==> config.mk <==
export PLATFORM = sky130hd
export DESIGN_NAME = vend_coin_input_flat
export DESIGN_NICKNAME = d
export VERILOG_FILES = /design/src/rtl/vend_coin_input_if.sv /design/src/rtl/vend_coin_input.sv /design/src/flat_wrapper.sv
export SDC_FILE = /design/constraint.sdc
export NUM_CORES = 1
export LEC_CHECK = 0
export CAP_MARGIN = 25
export CORE_ASPECT_RATIO = 0.8
export CORE_MARGIN = 1.5
export CORE_UTILIZATION = 45
export CTS_CLUSTER_DIAMETER = 100
export DETAILED_ROUTE_END_ITERATION = 12
export SLEW_MARGIN = 10
export SYNTH_ARGS = -nofsm -noshare
export SYNTH_HDL_FRONTEND = slang
export SYNTH_SLANG_ARGS = --single-unit
export TNS_END_PERCENT = 30
==> constraint.sdc <==
create_clock -name Clk -period 2.3 [get_ports Clk]
set_clock_uncertainty 0.15 [all_clocks]
set_input_delay 0.46 -clock Clk [delete_from_list [all_inputs] [get_ports Clk]]
set_output_delay 0.46 -clock Clk [all_outputs]
set_load 0.02 [all_outputs]
==> src/rtl/vend_coin_input_if.sv <==
// Coin-slot bus: raw slot switches in, clean coin codes and stuck flags out.
interface vend_coin_input_if;
  logic       Key_half;
  logic       Key_one;
  logic [1:0] D_in;
  logic [1:0] Stuck;

  // Slot side: drives the raw switches, observes codes and stuck flags.
  modport master (
    output Key_half,
    output Key_one,
    input  D_in,
    input  Stuck
  );

  // Front end side: receives raw switches, produces codes and stuck flags.
  modport slave (
    input  Key_half,
    input  Key_one,
    output D_in,
    output Stuck
  );
endinterface

==> src/rtl/vend_coin_input.sv <==
// Coin input front end: synchronises and debounces the two coin-slot
// switches, merges accepted presses into one-cycle coin codes separated
// by at least one idle cycle, and flags a slot switch that stays pressed.
module vend_coin_input #(
  parameter int DEB_CYCLES   = 4,
  parameter int STUCK_CYCLES = 1000
) (
  input logic              Clk,
  input logic              Reset,
  vend_coin_input_if.slave bus
);

  // Counter is shared between debounce and stuck timing; stuck is the larger.
  localparam int CW = $clog2(STUCK_CYCLES + 1);
  localparam logic [CW-1:0] CNT_ZERO = CW'(0);
  localparam logic [CW-1:0] CNT_ONE  = CW'(1);
  localparam logic [CW-1:0] DEB_LAST = CW'(DEB_CYCLES - 1);
  localparam logic [CW-1:0] STK_MAX  = CW'(STUCK_CYCLES);
  localparam logic [CW-1:0] STK_LAST = CW'(STUCK_CYCLES - 1);

  typedef enum logic [1:0] {
    IDLE       = 2'd0,
    PRESS_DB   = 2'd1,
    HELD       = 2'd2,
    RELEASE_DB = 2'd3
  } key_state_t;

  typedef enum logic {
    EMIT_IDLE = 1'b0,
    GAP       = 1'b1
  } emit_state_t;

  // Bit 0 is the half-unit slot, bit 1 the one-unit slot throughout.
  logic [1:0]    raw_s;
  logic [1:0]    sync1_r;
  logic [1:0]    sync2_r;
  key_state_t    key_state_r [2];
  logic [CW-1:0] cnt_r [2];
  logic [1:0]    stuck_r;
  logic [1:0]    acc_s;
  logic [1:0]    pend_r;
  logic [1:0]    d_in_r;
  emit_state_t   emit_state_r;

  assign raw_s     = {bus.Key_one, bus.Key_half};
  assign bus.D_in  = d_in_r;
  assign bus.Stuck = stuck_r;

  // Two-flop synchroniser per slot; only sync2_r is used downstream.
  always_ff @(posedge Clk or negedge Reset) begin
    if (!Reset) begin
      sync1_r <= 2'b00;
      sync2_r <= 2'b00;
    end else begin
      sync1_r <= raw_s;
      sync2_r <= sync1_r;
    end
  end

  // A press is accepted on the edge its debounce count completes.
  always_comb begin
    acc_s = 2'b00;
    for (int k = 0; k < 2; k++) begin
      acc_s[k] = (key_state_r[k] == PRESS_DB) && sync2_r[k] && (cnt_r[k] == DEB_LAST);
    end
  end

  // Per-slot debounce / hold / stuck state machine.
  always_ff @(posedge Clk or negedge Reset) begin
    if (!Reset) begin
      for (int k = 0; k < 2; k++) begin
        key_state_r[k] <= IDLE;
        cnt_r[k]       <= CNT_ZERO;
      end
      stuck_r <= 2'b00;
    end else begin
      for (int k = 0; k < 2; k++) begin
        case (key_state_r[k])
          IDLE: begin
            if (sync2_r[k]) begin
              key_state_r[k] <= PRESS_DB;
              cnt_r[k]       <= CNT_ONE;
            end else begin
              cnt_r[k] <= CNT_ZERO;
            end
          end
          PRESS_DB: begin
            if (!sync2_r[k]) begin
              key_state_r[k] <= IDLE;
              cnt_r[k]       <= CNT_ZERO;
            end else if (cnt_r[k] == DEB_LAST) begin
              // Press accepted; the hold count starts from zero.
              key_state_r[k] <= HELD;
              cnt_r[k]       <= CNT_ZERO;
            end else begin
              cnt_r[k] <= cnt_r[k] + CNT_ONE;
            end
          end
          HELD: begin
            if (!sync2_r[k]) begin
              key_state_r[k] <= RELEASE_DB;
              cnt_r[k]       <= CNT_ONE;
            end else if (cnt_r[k] != STK_MAX) begin
              cnt_r[k] <= cnt_r[k] + CNT_ONE;
              if (cnt_r[k] == STK_LAST) begin
                stuck_r[k] <= 1'b1;
              end else begin
                stuck_r[k] <= stuck_r[k];
              end
            end else begin
              cnt_r[k] <= cnt_r[k];
            end
          end
          RELEASE_DB: begin
            if (sync2_r[k]) begin
              // Release bounced: back to hold without re-accepting the coin.
              key_state_r[k] <= HELD;
              cnt_r[k]       <= CNT_ZERO;
            end else if (cnt_r[k] == DEB_LAST) begin
              key_state_r[k] <= IDLE;
              cnt_r[k]       <= CNT_ZERO;
              stuck_r[k]     <= 1'b0;
            end else begin
              cnt_r[k] <= cnt_r[k] + CNT_ONE;
            end
          end
          default: begin
            key_state_r[k] <= IDLE;
            cnt_r[k]       <= CNT_ZERO;
          end
        endcase
      end
    end
  end

  // Emit pending coins as one-cycle codes, each followed by a 00 gap cycle.
  always_ff @(posedge Clk or negedge Reset) begin
    if (!Reset) begin
      emit_state_r <= EMIT_IDLE;
      pend_r       <= 2'b00;
      d_in_r       <= 2'b00;
    end else begin
      case (emit_state_r)
        EMIT_IDLE: begin
          if (pend_r != 2'b00) begin
            // Consume both pend bits; a press accepted this edge survives.
            d_in_r       <= pend_r;
            pend_r       <= acc_s;
            emit_state_r <= GAP;
          end else begin
            d_in_r <= 2'b00;
            pend_r <= acc_s;
          end
        end
        GAP: begin
          d_in_r       <= 2'b00;
          pend_r       <= pend_r | acc_s;
          emit_state_r <= EMIT_IDLE;
        end
        default: begin
          d_in_r       <= 2'b00;
          pend_r       <= 2'b00;
          emit_state_r <= EMIT_IDLE;
        end
      endcase
    end
  end

endmodule
==> src/flat_wrapper.sv <==
// flat-port wrapper written by rule: the top's interface ports become plain ports
module vend_coin_input_flat 
#(
  parameter int DEB_CYCLES   = 4,
  parameter int STUCK_CYCLES = 1000
)
  (Clk, Reset, bus_Key_half, bus_Key_one, bus_D_in, bus_Stuck);
  vend_coin_input_if bus_i ();
  input logic Clk;
  input logic Reset;
  input wire logic [$bits(bus_i.Key_half)-1:0] bus_Key_half;
  input wire logic [$bits(bus_i.Key_one)-1:0] bus_Key_one;
  output wire logic [$bits(bus_i.D_in)-1:0] bus_D_in;
  output wire logic [$bits(bus_i.Stuck)-1:0] bus_Stuck;
  assign bus_i.Key_half = bus_Key_half;
  assign bus_i.Key_one = bus_Key_one;
  assign bus_D_in = bus_i.D_in;
  assign bus_Stuck = bus_i.Stuck;
  vend_coin_input #(.DEB_CYCLES(DEB_CYCLES), .STUCK_CYCLES(STUCK_CYCLES)) u_core (.Clk(Clk), .Reset(Reset), .bus(bus_i));
endmodule
# Word level (Yosys, flattened, before mapping)
# Index checks and enable logic that the tools add are counted.
# W data, S select, Z words.
# op_classes
add_sub_neg,2
n_eq_ne,32
muxes,45
bitwise_logic,2
reduce_logical,13
# ops
cell,count
$mux W10,10
$pmux W10 S4,2
$mux W2,13
$add A10 B1 Y10 const B,2
$eq A10 B10 Y1 const B,2
$eq A10 B2 Y1 const B,2
$ne A10 B10 Y1 const B,2
$ne A2 B1 Y1 const B,10
$pmux W2 S4,2
$mux W1,13
$ne A3 B3 Y1 const B,4
$reduce_and A6 Y1,2
$eq A2 B2 Y1 const B,4
$ne A2 B2 Y1 const B,4
$pmux W2 S2,2
$reduce_and A4 Y1,2
$ne A3 B1 Y1 const B,2
$pmux W1 S2,3
$reduce_bool A2 Y1,3
$eq A2 B1 Y1 const B,2
$logic_and A1 B1 Y1,4
$logic_not A2 Y1,2
$or A2 B2 Y2,1
$not A1 Y1,1
# totals
regBits,35
input_bits,4
word_cells,105

# Logic depth before layout (Yosys ltp)
# Gate-level depths: netlist (run 1).
# depth
ltp_word,5
ltp_mapped,6

# Worst setup path before layout (run 1)
# Ideal clock, no wire load.
# synth_path
path_type,reg-to-reg
from,register u_core.cnt_r[15] in the netlist's numbering
to,register u_core.cnt_r[10] in the netlist's numbering
setup_time_ns,0.125
arrival_time_ns,1.576
slack_ns,0.449
stages_incl_launch_ff,6
cell_sequence,dfrtp_1 buf_2 nand4_1 or4_4 xnor2_1 a2111oi_0
# synth_via
elab_chain_len,4
word_cells_on_any_way,7
cone_classes,3 x eq/ne; 4 x mux
# synth_rtl
item,line_no,text
"start, declared",vend_coin_input.sv:38,logic [CW-1:0] cnt_r [2];
"start signal, assigned by index",vend_coin_input.sv:96,cnt_r[k] <= cnt_r[k] + CNT_ONE;
"start signal, assigned by index",vend_coin_input.sv:104,cnt_r[k] <= cnt_r[k] + CNT_ONE;
"start signal, assigned by index",vend_coin_input.sv:111,cnt_r[k] <= cnt_r[k];
$eq A10 B2 Y1,"vend_coin_input.sv:91, vend_coin_input.sv:119",
$mux W10,"vend_coin_input.sv:91, vend_coin_input.sv:119",
$mux W10 (on tied branches),"vend_coin_input.sv:115, vend_coin_input.sv:88",
$pmux W10 S4,vend_coin_input.sv:78,case (key_state_r[k])
# Parallel ways exist; a longest one is shown, timed or not.
# A chain may end at the register's enable or synchronous reset.

# Worst setup path after layout (run 1)
# Ends and elaborated chain as after synthesis.

==> impl_metrics.toml, run 1 <==
[status]
status = "finished clean"

[critical_path]
r2r_start = "u_core.cnt_r[15]$_DFFE_PN0P_"
crit_required_ns = 2.31
worst_setup_path_end_kind = "flop"
timing.rr.end = "u_core.cnt_r[10]$_DFFE_PN0P_"
crit_type = "reg2reg"
cp-start-kind = "flop"
cp_max_fo = 7
endpoint = "u_core.cnt_r[10]$_DFFE_PN0P_"
ff2ff_path_depth = 4
r2r_slack_ns = 0.31
crit_path_start = "u_core.cnt_r[15]$_DFFE_PN0P_"
worstPathArrival_ns = 2.00

[yosys]
synth_fp_nets = 187
ys_ff_latch = 35
synth.top_cell.area_share_pct = 49.6
synth_edf_count = 0
synth_top_area_cell = "dfrtp_1"
synth_simple_gate_area_share_pct = 26.3
yosysMostFrequentCell = "dfrtp_1"
avgSynthCellArea_um2 = 9.87
yosysSeqAreaShare_pct = 49.6
async_flop_share_pct = 100
synth_common_cells = "dfrtp_1 (35), nor2_1 (25), nand2_1 (17)"
syn_area_um2 = 1770
syn_inst = 179
synth_xor_area_share_pct = 8.43
yosysWarnings = 0
muxShareOfSynthArea_pct = 2.97
synth_compound_area_share_pct = 6.02
synthFlopType = "dfrtp_1"
synth_area_leaders = "dfrtp_1 (50%), xnor2_1 (5.9%), nor2_1 (5.3%)"
synthAdderAreaFrac_pct = 2.83
synth.distinct_cells = 40
synth_top_family_by_area = "simple AND/OR/NAND/NOR gates"

[pwr]
pwr-share-clk_pct = 27.1
switching_share_pct = 33.7
power_switching_mw = 0.539
p_leak_nw = 0.783
internal_power_mw = 1.06
fin_total_pwr_mw = 1.60
power_frac_comb_pct = 22.6
peakVddDrop_mv = 0.669
p_seq_share_pct = 50.2
p_per_area_nw_per_um2 = 816

[sta]
worstMarginPinSlew_ns = 0.489
fin_crit_ns = 1.99
finalHoldViolCount = 0
slew_violations = 0
fmax_mhz = 503
setup_viol = 0
tns_ns = 0
whs_ns = 0.201
relSlewSlack_pct = 67.3
fin_crit_sh_pct = 86.4
rsz0062_at_grt = "no"
setup_ws_ns = 0.312

[grt]
grt-ovfl-total = 0
grt_pass1_vias = 1185
grt_max_degree = 36
grt_pass1_wl_mm = 5.45
antenna_found_initial = 0
grt_usage_pct = 16.8

[cts]
cts.sinks = 35
htree_levels = 2
clock_latency_ns = 0.28
cts_setup_buffers = 0
cts_resized = 0
cts_buffers = 5
hold_buffers = 0
clkTransAtPathRegs_ns = 0.07
cts_root_buf = "clkbuf_8"
clock_path_buffers = 2
cts_tree = "built"

[detailed_routing]
vias_per_cell = 5.14
antenna_left = 0
wl_met2_mm = 1.27
wl_met3_um = 119
wl_per_cell_um = 12.8
vias = 1248
drc = 0
highest_layer = "met4"
firstDrtPassIters = 4
drtIter0Drc = 77
wl_met1_mm = 1.68
drt-total-wl_mm = 3.10

[layout]
ff_latch_area_um2 = 876
nNetsFinal = 195
layout.cells.non_filler = 243
postLayoutCoreUtil_pct = 51.9
fin_area_um2 = 1960
multi_input_area_um2 = 822
antenna_cells = 0
area_growth_pct = 10.9
nFillCells = 353
drive_above_1_share_pct = 9.57

[hold_path]
hp-class = "reg2reg"

[place]
io_buffers = 7
dp_hpwl_mm = 2.20
placed_cells = 235
dpl_cell_area_um2 = 1870
post-place-ws_ns = 0.315
gp_congestion = 0.908

[die]
initial_utilization_pct = 46.8
pin_count = 8
die_h_um = 59.0
fp-row-count = 20
dieArea_um2 = 4310
core_um2 = 3780
die_w_um = 73.1

[flow_run]
cap_violations = 0
==> power by group through the flow <==
stage	registers [mW]	logic, mW	clock network, mW
after floorplan	0.758	0.331	0
after global placement	0.809	0.354	0
after detailed placement	0.814	0.368	0
after CTS	0.802	0.368	0.451
after global routing	0.818	0.422	0.475
final	0.804	0.362	0.434
==> flip-flops by register name (all words and copies together), names as in the netlist, named ones only <==
register and count:
u_core.sync1_r 2, u_core.bus.Stuck 2, u_core.emit_state_r 1, u_core.sync2_r 2
u_core.key_state_r 2, u_core.pend_r 2, u_core.cnt_r 20, u_core.bus.D_in 2
==> worst max-delay path: stages, from the launching register on <==
cell,delay [ns]
dfrtp_1,0.46
nand4_1,0.18
or4_4,0.57
xnor2_1,0.14
a2111oi_0,0.37
==> placed cells by master (no fill, tap or decap), types with 2 or more instances in the layout <==
master / synthesis / layout
ha_1: 4 / 4
nor3_1: 8 / 8
xnor2_1: 12 / 12
nand4_1: 4 / 4
xor2_1: 5 / 5
nand2_1: 17 / 17
nand4b_1: 2 / 2
mux2_2: 2 / 2
and3_1: 2 / 2
nand2b_1: 6 / 6
nor2b_1: 4 / 4
nor2_1: 25 / 25
inv_1: 7 / 7
nand3_1: 8 / 8
clkinvlp_4: 0 / 2
clkbuf_8: 0 / 5
dfrtp_1: 35 / 35
or4_4: 2 / 2
and2_1: 2 / 2
a21oi_1: 4 / 4
o21ai_0: 3 / 3
mux2i_1: 3 / 3
nor4_1: 3 / 3
clkdlybuf4s50_1: 0 / 7
==> layout make-up <==
type,count,area share (%)
Clock buffer,5,3.51
Timing Repair Buffer,8,3.96
Sequential cell,35,44.7
Multi-Input combinational cell,130,42.0
Tap cell,55,3.51
Inverter,7,1.34
Clock inverter,3,1.02
==> layer usage <==
metal | GRT usage, % | vias up
li1 | - | 624
met2 | 24.0 | 22
met1 | 24.6 | 598
met3 | 4.59 | 4
met4 | 5.66 | 0
met5 | 0 | -
==> how the worst min path moves through the flow <==
stage,slack [ns],cells after the start,to,startpoint
6_report,0.20,0,u_core.sync2_r[0]$_DFF_PN0_,u_core.sync1_r[0]$_DFF_PN0_
2_1_floorplan,0.01,0,asynchronous set/reset pin,Reset
5_1_grt,0.21,0,u_core.sync2_r[0]$_DFF_PN0_,u_core.sync1_r[0]$_DFF_PN0_
3_3_place_gp,0.18,0,u_core.sync2_r[0]$_DFF_PN0_,u_core.sync1_r[0]$_DFF_PN0_
3_5_place_dp,0.19,0,u_core.sync2_r[0]$_DFF_PN0_,u_core.sync1_r[0]$_DFF_PN0_
4_1_cts,0.20,0,u_core.sync2_r[0]$_DFF_PN0_,u_core.sync1_r[0]$_DFF_PN0_
==> cells by family (layout without fill, tap and decap cells) <==
logic type,count (synthesis),in the layout
AOI/OAI and AO/OA,15,15
xor gates and xnor gates,17,17
adders and majority gates,4,4
buffers and inverters,14,23
DFF,35,35
muxes,5,5
and+or+nand+nor,89,89
No activity file was read; power rests on OpenSTA's default activity.
==> inputs of run 2 (changes only) <==
clock period = 1.6 ns   (was 2.3 ns; I/O delays follow)
==> run 2 against run 1 <==
  * The flow now finishes with violations (negative setup slack)
  * Register-to-register slack lost 0.49 ns
  * Utilization up 14 points
  * Clock power rose by 41%
  * Wire length is 30% higher
  * Non-clock buffer count grew 50
  * Fmax increased by 12%
  * Setup slack worse by 0.49 ns
  * Clock-buffer cell count grew 2
  * Final area rose by 27%
  * Final cell count rose by 21%
  * Global-route usage is 3.5 points higher
  * Critical endpoint unchanged
  * Largest power group unchanged
==> impl_metrics.toml, run 2 (same netlist as run 1, synthesis figures left out) <==
[pwr]
internal_power_mw = 1.85
p_per_area_nw_per_um2 = 1110
power_frac_comb_pct = 38.0
fin_total_pwr_mw = 2.76
peakVddDrop_mv = 0.768
p_leak_nw = 1.10
pwr-share-clk_pct = 22.2
switching_share_pct = 32.9
power_switching_mw = 0.908
p_seq_share_pct = 39.8

[layout]
nNetsFinal = 245
multi_input_area_um2 = 960
layout.cells.non_filler = 293
final_cell_mix = "buf_4 (47), dfrtp_1 (34), nor2_1 (24), nand2_1 (16), xnor2_1 (12)"
area_growth_pct = 40.7
largest_register_ffs = 20
nFillCells = 315
layout_commonest_cell = "buf_4"
regMostFlops = "u_core.cnt_r"
antenna_cells = 0
ff_latch_area_um2 = 877
drive_above_1_share_pct = 37.0

[cts]
clock_path_buffers = 2
cts_buffers = 5
cts_tree = "built"
hold_buffers = 0
htree_levels = 2
clkTransAtPathRegs_ns = 0.07
cts.sinks = 35
clock_latency_ns = 0.28
cts_root_buf = "clkbuf_8"

[detailed_routing]
drc = 0
vias = 1477
vias_per_cell = 5.04
drtIter0Drc = 68
antenna_left = 0
drt-total-wl_mm = 4.05
wl_per_cell_um = 13.8
firstDrtPassIters = 4

[grt]
grt-ovfl-total = 0
grt_max_degree = 36
antenna_found_initial = 0
grt_pass1_vias = 1472
grt_pass1_wl_mm = 6.60
grt_usage_pct = 20.3

[place]
dp_hpwl_mm = 2.77
io_buffers = 7
gp_congestion = 0.932
post-place-ws_ns = -0.210
placed_cells = 273

[flow_run]
cap_violations = 0

[critical_path]
r2r_start = "u_core.cnt_r[18]$_DFFE_PN0P_"
cp_max_fo = 2
ff2ff_path_depth = 4
crit_path_start = "u_core.cnt_r[18]$_DFFE_PN0P_"
crit_required_ns = 1.63
r2r_slack_ns = -0.17
worstPathArrival_ns = 1.81
worst_setup_path_end_kind = "flop"
timing.rr.end = "u_core.cnt_r[10]$_DFFE_PN0P_"
cp-start-kind = "flop"
crit_type = "reg2reg"

[die]
pin_count = 8
dieArea_um2 = 4310
die_w_um = 73.1
initial_utilization_pct = 46.8
fp-row-count = 20
die_h_um = 59.0
core_um2 = 3780

[hold_path]
worstHoldStart = "u_core.sync1_r[1]$_DFF_PN0_"
min_path_cells = 0
hp-class = "reg2reg"
hold_end = "u_core.sync2_r[1]$_DFF_PN0_"

[sta]
worstMarginPinSlew_ns = 0.278
slew_violations = 0
setup_viol = 23
setup_ws_ns = -0.174
fin_crit_ns = 1.77
rsz0062_at_grt = "yes"
fmax_mhz = 564
fin_crit_sh_pct = 111
finalHoldViolCount = 0
relSlewSlack_pct = 81.4

[status]
violations = "negative setup slack"
status = "complete, but fails checks"
run 2: cell count changes in the layout (fill, tap and decap cells not counted), sizes merged:
cell | previous run | this run
buf | 1 | 51
clkdlybuf4s50 | 7 | 3
dlygate4sd2 | 0 | 4
clkbuf | 5 | 7
clkinvlp | 2 | 0
run 2: worst max path at each step:
stage	end	cells past startpoint	slack, ns
global placement	u_core.cnt_r[10]$_DFFE_PN0P_	6	-0.17
detailed placement	u_core.cnt_r[10]$_DFFE_PN0P_	6	-0.21
finish	u_core.cnt_r[10]$_DFFE_PN0P_	4	-0.17
global route	u_core.cnt_r[10]$_DFFE_PN0P_	6	-0.27
floorplan	u_core.cnt_r[10]$_DFFE_PN0P_	5	-0.19
CTS	u_core.cnt_r[10]$_DFFE_PN0P_	6	-0.21
run 2: through the flow:
stage	hold slack, ns	setup TNS [ns]	util, %	cell area, µm²
6_report	0.211	-0.908	65.8	2480
5_1_grt	0.214	-3.13	65.8	2480
4_1_cts	0.209	-0.839	63.7	2410
3_5_place_dp	0.193	-2.15	58.0	2190
3_3_place_gp	0.190	-1.96	58.0	2190
2_1_floorplan	-0.126	-0.412	-	1790
run 2: final cells by class:
type | count | area share, %
Multi-Input combinational cell | 130 | 38.6
Sequential cell | 35 | 35.3
Timing Repair Buffer | 58 | 19.0
Clock buffer | 7 | 3.07
Tap cell | 55 | 2.77
Inverter | 7 | 1.06
Clock inverter | 1 | 0.201
run 2: power by group through the flow:
stage | Sequential, mW | Combinational [mW] | Clock (mW)
after detailed placement | 1.10 | 0.878 | 0
after global routing | 1.11 | 1.15 | 0.679
after floorplan | 1.09 | 0.502 | 0
after global placement | 1.10 | 0.854 | 0
final | 1.10 | 1.05 | 0.613
after CTS | 1.09 | 0.955 | 0.631
run 2: timing repair:
item                       in CTS  in global routing
gates cloned                    0                  0
resized for setup              20                 12
buffers inserted                8                  4
pin swaps                      10                  9
setup endpoints to repair      30                 28
run 2: routing by layer:
metal,wire length (µm),vias to the layer above,track usage (%)
met5,0,-,0
met4,72,0,6.47
met3,225,8,5.61
met2,1850,36,31.6
met1,1900,705,27.7
li1,-,728,-
run 2: worst max-delay path: stages, from the launching register on:
cell and delay [ns]:
dfrtp_1 0.36, nand4_1 0.16, or4_4 0.57, xnor2_1 0.16
a2111oi_2 0.28
